$ cat src/rtl/uart_mat_load_ctrl_if.sv
// Byte-in / write-out bus of the matrix load controller: UART receive strobe
// and the row-major write port into the matrix buffer.
interface uart_mat_load_ctrl_if #(
  parameter int ADDR_W = 8
);
  logic [7:0]        rx_data;
  logic              rx_valid;
  logic              wr_en;
  logic [ADDR_W-1:0] wr_addr;
  logic [31:0]       wr_data;

  modport master (
    output rx_data, rx_valid,
    input  wr_en, wr_addr, wr_data
  );

  modport slave (
    input  rx_data, rx_valid,
    output wr_en, wr_addr, wr_data
  );
endinterface

$ cat src/rtl/uart_mat_load_ctrl.sv
// Matrix ingest sequencer: packs UART bytes into little-endian words, decodes
// the rows/cols header and issues row-major writes into the matrix buffer.
module uart_mat_load_ctrl #(
  parameter int MAX_ROWS       = 16,
  parameter int MAX_COLS       = 16,
  parameter int ADDR_W         = 8,
  parameter int TIMEOUT_CYCLES = 1000000
) (
  input  logic                 clk,
  input  logic                 rstn,
  uart_mat_load_ctrl_if.slave  bus,
  input  logic                 start,
  output logic [15:0]          num_rows,
  output logic [15:0]          num_cols,
  output logic                 busy,
  output logic                 done,
  output logic                 err,
  output logic [1:0]           err_code
);

  localparam int            TW      = $clog2(TIMEOUT_CYCLES + 1);
  localparam logic [TW-1:0] T_LAST  = TW'(TIMEOUT_CYCLES - 1);
  localparam logic [15:0]   MR      = 16'(MAX_ROWS);
  localparam logic [15:0]   MC      = 16'(MAX_COLS);

  typedef enum logic [2:0] {IDLE, HDR, DATA, DONE, ERR} state_t;

  state_t            state;
  logic [1:0]        byte_cnt;
  logic [23:0]       sr;
  logic [TW-1:0]     tcnt;
  logic [15:0]       row;
  logic [15:0]       col;
  logic [ADDR_W-1:0] row_base;
  logic [15:0]       hdr_rows;
  logic [15:0]       hdr_cols;
  logic              hdr_bad;

  // The fourth byte completes the word directly from rx_data; sr holds the first three.
  always_comb begin
    hdr_rows = sr[15:0];
    hdr_cols = {bus.rx_data, sr[23:16]};
    hdr_bad  = (hdr_rows == '0) || (hdr_cols == '0) || (hdr_rows > MR) || (hdr_cols > MC);
  end

  always_ff @(posedge clk) begin
    if (!rstn) begin
      state       <= IDLE;
      byte_cnt    <= '0;
      sr          <= '0;
      tcnt        <= '0;
      row         <= '0;
      col         <= '0;
      row_base    <= '0;
      bus.wr_en   <= 1'b0;
      bus.wr_addr <= '0;
      bus.wr_data <= '0;
      num_rows    <= '0;
      num_cols    <= '0;
      busy        <= 1'b0;
      done        <= 1'b0;
      err         <= 1'b0;
      err_code    <= '0;
    end else begin
      bus.wr_en <= 1'b0;
      done      <= 1'b0;
      case (state)
        IDLE, ERR: begin
          if (start) begin
            state    <= HDR;
            busy     <= 1'b1;
            err      <= 1'b0;
            err_code <= '0;
            byte_cnt <= '0;
            tcnt     <= '0;
            row      <= '0;
            col      <= '0;
            row_base <= '0;
            num_rows <= '0;
            num_cols <= '0;
          end
        end
        HDR, DATA: begin
          if (bus.rx_valid) begin
            tcnt <= '0;
            if (byte_cnt != 2'd3) begin
              sr       <= {bus.rx_data, sr[23:8]};
              byte_cnt <= byte_cnt + 2'd1;
            end else begin
              byte_cnt <= '0;
              if (state == HDR) begin
                if (hdr_bad) begin
                  state    <= ERR;
                  busy     <= 1'b0;
                  err      <= 1'b1;
                  err_code <= 2'd1;
                end else begin
                  state    <= DATA;
                  num_rows <= hdr_rows;
                  num_cols <= hdr_cols;
                end
              end else begin
                bus.wr_en   <= 1'b1;
                bus.wr_addr <= row_base + ADDR_W'(col);
                bus.wr_data <= {bus.rx_data, sr};
                if (col == num_cols - 16'd1) begin
                  col      <= '0;
                  row      <= row + 16'd1;
                  row_base <= row_base + ADDR_W'(MAX_COLS);
                  // busy drops one cycle later, together with the done pulse
                  if (row == num_rows - 16'd1) state <= DONE;
                end else begin
                  col <= col + 16'd1;
                end
              end
            end
          end else if (tcnt == T_LAST) begin
            state    <= ERR;
            busy     <= 1'b0;
            err      <= 1'b1;
            err_code <= 2'd2;
            byte_cnt <= '0;
          end else begin
            tcnt <= tcnt + 1'b1;
          end
        end
        DONE: begin
          done  <= 1'b1;
          busy  <= 1'b0;
          state <= IDLE;
        end
        default: state <= IDLE;
      endcase
    end
  end

endmodule

$ cat src/flat_wrapper.sv
// flat-port wrapper written by rule: the top's interface ports become plain ports
module uart_mat_load_ctrl_flat 
#(
  parameter int MAX_ROWS       = 16,
  parameter int MAX_COLS       = 16,
  parameter int ADDR_W         = 8,
  parameter int TIMEOUT_CYCLES = 1000000
)
  (clk, rstn, start, num_rows, num_cols, busy, done, err, err_code, bus_rx_data, bus_rx_valid, bus_wr_en, bus_wr_addr, bus_wr_data);
  uart_mat_load_ctrl_if #(.ADDR_W(ADDR_W)) bus_i ();
  input  logic clk;
  input  logic rstn;
  input  logic start;
  output logic [15:0] num_rows;
  output logic [15:0] num_cols;
  output logic busy;
  output logic done;
  output logic err;
  output logic [1:0] err_code;
  input wire logic [$bits(bus_i.rx_data)-1:0] bus_rx_data;
  input wire logic [$bits(bus_i.rx_valid)-1:0] bus_rx_valid;
  output wire logic [$bits(bus_i.wr_en)-1:0] bus_wr_en;
  output wire logic [$bits(bus_i.wr_addr)-1:0] bus_wr_addr;
  output wire logic [$bits(bus_i.wr_data)-1:0] bus_wr_data;
  assign bus_i.rx_data = bus_rx_data;
  assign bus_i.rx_valid = bus_rx_valid;
  assign bus_wr_en = bus_i.wr_en;
  assign bus_wr_addr = bus_i.wr_addr;
  assign bus_wr_data = bus_i.wr_data;
  uart_mat_load_ctrl #(.MAX_ROWS(MAX_ROWS), .MAX_COLS(MAX_COLS), .ADDR_W(ADDR_W), .TIMEOUT_CYCLES(TIMEOUT_CYCLES)) u_core (.clk(clk), .rstn(rstn), .bus(bus_i), .start(start), .num_rows(num_rows), .num_cols(num_cols), .busy(busy), .done(done), .err(err), .err_code(err_code));
endmodule
$ cat config.mk
export PLATFORM = sky130hd
export DESIGN_NAME = uart_mat_load_ctrl_flat
export DESIGN_NICKNAME = d
export VERILOG_FILES = /design/src/rtl/uart_mat_load_ctrl_if.sv /design/src/rtl/uart_mat_load_ctrl.sv /design/src/flat_wrapper.sv
export SDC_FILE = /design/constraint.sdc
export NUM_CORES = 1
export LEC_CHECK = 0
export ABC_AREA = 1
export ABC_CLOCK_PERIOD_IN_PS = 4850
export BUFFER_PORTS_ARGS = -buffer_cell sky130_fd_sc_hd__buf_4
export CAP_MARGIN = 15
export CORE_UTILIZATION = 42
export DETAILED_ROUTE_END_ITERATION = 8
export HOLD_SLACK_MARGIN = 0.1
export REMOVE_ABC_BUFFERS = 1
export SYNTH_ARGS = -nofsm -noshare
export SYNTH_HDL_FRONTEND = slang
export SYNTH_SLANG_ARGS = --single-unit
$ cat constraint.sdc
create_clock -name clk -period 4.85 [get_ports clk]
set_input_delay 0.97 -clock clk [delete_from_list [all_inputs] [get_ports clk]]
set_output_delay 0.97 -clock clk [all_outputs]
set_load 0.03 [all_outputs]
==> impl_metrics.json, run 1 <==
{
  "wl_per_cell_um": 13.7,
  "path_cells": "inv_1 -> nand3_1 -> nand2_4 -> inv_2 -> nor2_2 -> nor2_1 -> nand2_1 -> nor2_4 -> nand2_1 -> nor4_2 -> nand2_1 -> nor2_1 -> nor3_1",
  "cp.arrival_ns": 3.38,
  "nNetsFinal": 1245,
  "place_area_um2": 8940,
  "final_area_um2": 9550,
  "vias": 7451,
  "max_slew_margin_pct": 40.7,
  "cts_tree": "built",
  "h-tree-depth": 4,
  "worstSetupPathType": "reg -> reg",
  "ys_types": 44,
  "synth-warning-count": 0,
  "cts_made_buffers": 17,
  "grt_usage_pct": 21.2,
  "grt_pass1_vias": 6796,
  "post-place-cells": 1464,
  "grt_pass1_wl_mm": 33.9,
  "period_minus_slack_ns": 3.07,
  "clock_path_buffers": 2,
  "io_pins": 90,
  "status": "finished, final reports clean",
  "clk_pin_slew_ns": 0.07,
  "rows": 50,
  "die_y_um": 141,
  "pwr_density_cell_nw_per_um2": 442,
  "drc": 0,
  "cp_max_fo": 31,
  "cts_resized": 0,
  "period_share_pct": 63.3,
  "worst_setup_path_start_kind": "flop",
  "leakage_uw": 0.00409,
  "diodes": 0,
  "vias_per_cell": 4.98,
  "hp-class": "reg -> reg",
  "drive_gt1_share_pct": 13.8,
  "netlist_area_um2": 8100,
  "antenna_found_initial": 0,
  "start_util_pct": 43.0,
  "tightest_slew_ns": 0.889,
  "grt_max_degree": 79,
  "clkLatencyLatePin_ns": 0.43,
  "cp_data_required_time_ns": 5.16,
  "fin_util_pct": 50.7,
  "layout_common_cells": "nand2_1 (224), nor2_1 (179), dfxtp_1 (163)",
  "core-area_um2": 18800,
  "rsz0062_at_grt": "false",
  "clkSinkCount": 163,
  "drtPass1Iterations": 5,
  "cpMostUsedCell": "nand2_1",
  "die_w_um": 141,
  "clock_skew_ns": 0.0101,
  "hold_viol_final": 0,
  "yosysSeqAreaShare_pct": 40.3,
  "final_common_cell": "nand2_1",
  "postSynthAreaPerCell_um2": 7.04,
  "syn_to_final_growth_pct": 17.9,
  "ir_worst_vdd_v": 0.000279,
  "gp_congestion": 0.879,
  "ant_nets": 0,
  "endpoint_kind": "flop",
  "fmax_ghz": 0.326,
  "drv_slew": 0,
  "slowest_delay_ns": 0.62,
  "setup_tns_ns": 0,
  "hold_buffers": 0,
  "drt-initial-drc-count": 422,
  "maxCapViolations": 0,
  "post_cts_buffers": 0,
  "setup-violations-final": 0,
  "cpMaxStageDelayCell": "nor2_4",
  "io_buffers": 89,
  "instances_no_fill": 1496,
  "grt-ovfl-total": 0,
  "root_buffer": "clkbuf_16",
  "drt_wl_total_mm": 20.5,
  "die-area_um2": 19800,
  "dp_hpwl_mm": 14.4,
  "postSynthRegisterBits": 163,
  "synthCells": 1150
}
-- cells by family after synthesis --
kind of cell	after synthesis	synth area share [%]
AOI/OAI and AO/OA	185	12.2
xor gates and xnor gates	59	6.38
adders and majority gates	10	1.54
buffers and inverters	155	7.80
DFF	163	40.3
and+or+nand+nor	578	31.8
-- worst paths after layout --
path	from	end	slack [ns]	cells past startpoint
worst min-delay path	u_core.err	u_core.err	0.46	2
worst min register to register	u_core.err	u_core.err	0.46	2
worst max-delay path	u_core.state[0]	u_core.col[11]	1.78	13
worst max register to register	u_core.state[0]	u_core.col[11]	1.78	13
-- per-layer routing --
layer  GRT usage, %  share of wire, %
met1           28.8                49
met2           33.7                45
met3           3.94               4.5
met4           7.04               1.7
met5              0                 0
-- power by group --
part           switching (µW)  internal [µW]  total (µW)
Sequential                102           1450        1550
Clock                     603            791        1390
Combinational             955            324        1280
-- sequential cells by signal, summed over array words and instances, names as in the netlist --
register and flops:
u_core.row 16, u_core.err_code 2, u_core.num_cols 16, u_core.state 3
u_core.num_rows 16, u_core.busy 1, u_core.err 1, u_core.sr 24
u_core.bus.wr_en 1, u_core.bus.wr_addr 8, u_core.col 16, u_core.row_base 4
u_core.bus.wr_data 32, u_core.byte_cnt 2, u_core.tcnt 20, u_core.done 1
-- cell type report --
| type | count | area (µm²) |
|---|---|---|
| Timing Repair Buffer | 94 | 706 |
| Inverter | 115 | 432 |
| Multi-Input combinational cell | 832 | 4210 |
| Clock buffer | 18 | 439 |
| Tap cell | 260 | 325 |
| Sequential cell | 163 | 3260 |
| Fill cell | 1881 | 9280 |
| Clock inverter | 14 | 173 |
-- per-stage QoR --
step           power [µW]  setup slack, ns  hold WS [ns]
5_1_grt              4480             1.52         0.484
4_1_cts              4260             1.78         0.459
3_5_place_dp         2860             1.56         0.450
3_3_place_gp         2860             1.64         0.444
6_report             4230             1.78         0.458
2_1_floorplan        2460            0.744         0.423
-- cells in the mapped netlist, drive strengths merged --
| master | count | share of area (%) |
|---|---|---|
| nor3b | 1 | 0.093 |
| inv | 113 | 5.2 |
| o31ai | 1 | 0.093 |
| o21ai | 85 | 5.4 |
| nor2 | 202 | 10 |
| xor2 | 42 | 4.5 |
| o22ai | 3 | 0.46 |
| dfxtp | 163 | 40 |
| nand3b | 2 | 0.19 |
| clkinv | 2 | 0.093 |
| nor4b | 1 | 0.11 |
| a31oi | 2 | 0.15 |
| o211ai | 1 | 0.093 |
| ha | 10 | 1.5 |
| buf | 10 | 1.1 |
| or2 | 1 | 0.077 |
| and3 | 2 | 0.15 |
| nand3 | 74 | 5.0 |
| nand2 | 230 | 11 |
| nand4 | 20 | 1.5 |
| nor3 | 28 | 1.7 |
| clkbuf | 30 | 1.4 |
| and2 | 1 | 0.077 |
| o2bb2ai | 1 | 0.11 |
| nor4 | 16 | 1.5 |
| xnor2 | 17 | 1.8 |
| o21bai | 4 | 0.37 |
| a21oi | 88 | 5.4 |
-- critical path: cells and delay by family, from the launching register on --
kind / cells / cell delay (ns)
and+or+nand+nor: 11 / 2.15
DFF: 1 / 0.40
buffers and inverters: 2 / 0.39
(Power assumes the default switching activity.)
==> run 2, diff against run 1 <==
- ABC_AREA: 1 -> 0
- ABC_CLOCK_PERIOD_IN_PS: 4850 -> 2800
- clock period: 4.85 -> 2.8 ns (I/O delays scaled with it)
==> run 2 against run 1 <==
Net effect:
- the run now ends with setup timing left
- combinational power is 10% higher
- final area is 3.9% higher
- power grew 48%
- synthesized cell count shrank 20%
- clock skew down 0.00067 ns
- register-to-register slack got worse by 2.0 ns
- critical path type unchanged
- largest power group unchanged
==> impl_metrics.json, run 2 <==
{
  "status": "complete, but fails checks",
  "violations": "setup timing",
  "die-area_um2": 18700,
  "grt_max_degree": 91,
  "start_util_pct": 43.5,
  "cts_made_buffers": 17,
  "cpMaxStageDelayCell": "or4_4",
  "synth-warning-count": 0,
  "vias_per_cell": 5.27,
  "vias": 6842,
  "drtPass1Iterations": 5,
  "clkLatencyLatePin_ns": 0.43,
  "antenna_found_initial": 0,
  "p_total_uw": 6240,
  "rrSetupSlack_ns": -0.19,
  "period_minus_slack_ns": 2.99,
  "holdPathEnd": "u_core.sr[23]",
  "drt_wl_total_mm": 19.7,
  "cp_data_required_time_ns": 3.16,
  "syn_to_final_growth_pct": 30.1,
  "synth_top_family_by_area": "simple AND/OR/NAND/NOR gates",
  "cp_max_fo": 5,
  "die_w_um": 137,
  "diodes": 0,
  "die_y_um": 137,
  "drv_slew": 0,
  "path_cells": "nor4_4 -> nand2_2 -> or4_4 -> a2111oi_4 -> nand4_1 -> o211a_1 -> buf_12 -> buf_6 -> or4_4 -> a21oi_2",
  "clkSinkCount": 163,
  "ys_top_cells_by_count": "nand2_1 (191), dfxtp_1 (163), a21boi_0 (67)",
  "drt-initial-drc-count": 360,
  "synth_most_common_cell": "nand2_1",
  "clk_pin_slew_ns": 0.07,
  "leakage_uw": 0.00398,
  "slowest_delay_ns": 0.51,
  "cp_num_buf_inv": 2,
  "synth_edf_count": 0,
  "nNetsFinal": 1082,
  "hold_viol_final": 0,
  "endpoint_kind": "flop",
  "cpMostUsedCell": "or4_4",
  "yosys.area_share.simple_pct": 27.6,
  "top_regs": "u_core.bus.wr_data: 32 flops, u_core.sr: 24 flops, u_core.tcnt: 20 flops",
  "yosysSeqAreaShare_pct": 42.8,
  "dp_hpwl_mm": 13.5,
  "hold_start": "bus_rx_data[7]",
  "h-tree-depth": 4,
  "netlist_area_um2": 7630,
  "grt-ovfl-total": 0,
  "setup_ws_ns": -0.194,
  "core-area_um2": 17500,
  "final_area_um2": 9920,
  "synth.top_cells.by_area": "dfxtp_1 (43%), nand2_1 (9.4%), a21boi_0 (6.6%)",
  "hp-class": "in -> reg",
  "gp_congestion": 0.810,
  "grt_usage_pct": 21.8,
  "worstSetupPathType": "reg -> reg",
  "clock_path_buffers": 2,
  "tightest_slew_ns": 0.932,
  "postSynthRegisterBits": 163,
  "postSynthAreaPerCell_um2": 8.28,
  "rows": 48,
  "max_slew_margin_pct": 37.8,
  "cp.arrival_ns": 3.35,
  "worst_setup_path_start_kind": "flop",
  "synthAdderAreaFrac_pct": 1.64,
  "layout_common_cells": "nand2_1 (191), dfxtp_1 (160), buf_4 (156)",
  "grt_pass1_vias": 6212,
  "rr_startpoint": "u_core.num_cols[7]",
  "drive_gt1_share_pct": 23.5,
  "r2r_cells": 10,
  "root_buffer": "clkbuf_16",
  "grt_pass1_wl_mm": 31.8,
  "place_area_um2": 8940,
  "synth_top_cell_by_area": "dfxtp_1",
  "rsz0062_at_grt": "true",
  "synthCells": 921,
  "largest_register_ffs": 32,
  "synth_compound_area_share_pct": 15.9,
  "io_pins": 90,
  "crit_family": "simple AND/OR/NAND/NOR gates",
  "hold_buffers": 0,
  "pwr_density_cell_nw_per_um2": 629,
  "ys_types": 57,
  "regMostFlops": "u_core.bus.wr_data",
  "drc": 0,
  "wl_per_cell_um": 15.2,
  "period_share_pct": 107,
  "worstReg2RegEnd": "u_core.row[10]",
  "synth_top_area_share_pct": 42.8,
  "synth_top_flop_cell": "dfxtp_1",
  "clock_skew_ns": 0.00946,
  "synth-xor-area-share_pct": 8.50,
  "io_buffers": 89,
  "setup-violations-final": 34,
  "synth-async-reset-ratio_pct": 0,
  "ant_nets": 0,
  "cts_tree": "built",
  "synth.area.mux_share_pct": 0.394,
  "fmax_ghz": 0.334,
  "worst_hold_path.num_cells": 3,
  "maxCapViolations": 0,
  "ir_worst_vdd_v": 0.000437,
  "final_common_cell": "nand2_1"
}
run 2: changes by cell type after synthesis, moves of 19 or more:
cell,delta
nor2_1,-127
nand3_1,-48
or3_1,+19
nand2_1,-33
inv_1,-98
a21boi_0,+67
o21ai_0,-39
a21oi_1,-55
and3_1,+31
run 2: stage by stage:
stage	TNS [ns]	std cells	util (%)	setup slack (ns)	hold WS, ns
2_1_floorplan	-28.03	872	-	-1.18	0.449
3_3_place_gp	-1.99	1253	51.0	-0.170	0.455
3_5_place_dp	-4.00	1253	51.0	-0.256	0.462
4_1_cts	-3.19	1298	55.7	-0.139	0.392
5_1_grt	-8.15	1298	56.6	-0.315	0.395
6_report	-3.67	1298	56.6	-0.194	0.411
run 2: final cells by class:
type                    instances  area, µm²
clock buffers                  19        453
clock inverters                13        134
fillers                      1641       7610
inverters                      13       48.8
multi-input cells             696       4370
flip-flops and latches        163       3270
well taps                     225        282
repair buffers                169       1370
run 2: worst max path at each step:
stage	start	endpoint	slack (ns)	cells after the start
final	u_core.num_cols[7]	u_core.row[10]	-0.19	10
after global routing	u_core.num_cols[7]	u_core.row[10]	-0.31	10
after CTS	u_core.num_cols[10]	u_core.row[3]	-0.14	11
after detailed placement	u_core.num_cols[0]	u_core.row[6]	-0.26	11
after global placement	u_core.num_cols[0]	u_core.row[13]	-0.17	11
after floorplan	u_core.num_cols[0]	u_core.row[0]	-1.18	10
run 2: kinds of logic (layout without fill, tap and decap cells):
kind of cell / count (synthesis) / after routing
xor+xnor: 74 / 74
compound gates: 182 / 182
fa+ha+maj: 10 / 10
buf+inv: 62 / 214
simple gates: 427 / 427
flops: 163 / 163
mux: 3 / 3
run 2: worst register-to-register path, cell delays in order, from the launching register on:
cell and delay [ns]:
dfxtp_2 0.33, nor4_4 0.35, nand2_2 0.08, or4_4 0.50
a2111oi_4 0.29, nand4_1 0.18, o211a_1 0.30, buf_12 0.15
buf_6 0.11, or4_4 0.51, a21oi_2 0.14
run 2: power by group:
part | total [µW] | switching [µW] | internal [µW]
Clock | 2330 | 1030 | 1300
Sequential | 2500 | 107 | 2390
Combinational | 1410 | 812 | 603
run 2: routing by layer:
layer	wire length (µm)	up-vias	part of all wire [%]	track usage (%)
met4	162	0	0.82	5.56
met2	9090	105	46	33.6
li1	-	3472	-	-
met3	837	10	4.2	5.70
met5	0	-	0	0
met1	9660	3255	49	29.9
run 2: what timing repair did:
action                                  in CTS  in global routing
pin swaps                                   45                 11
setup buffers                               11                  2
endpoints found under the setup margin      37                 39
resized for setup                           31                 33
gates cloned                                 2                  0
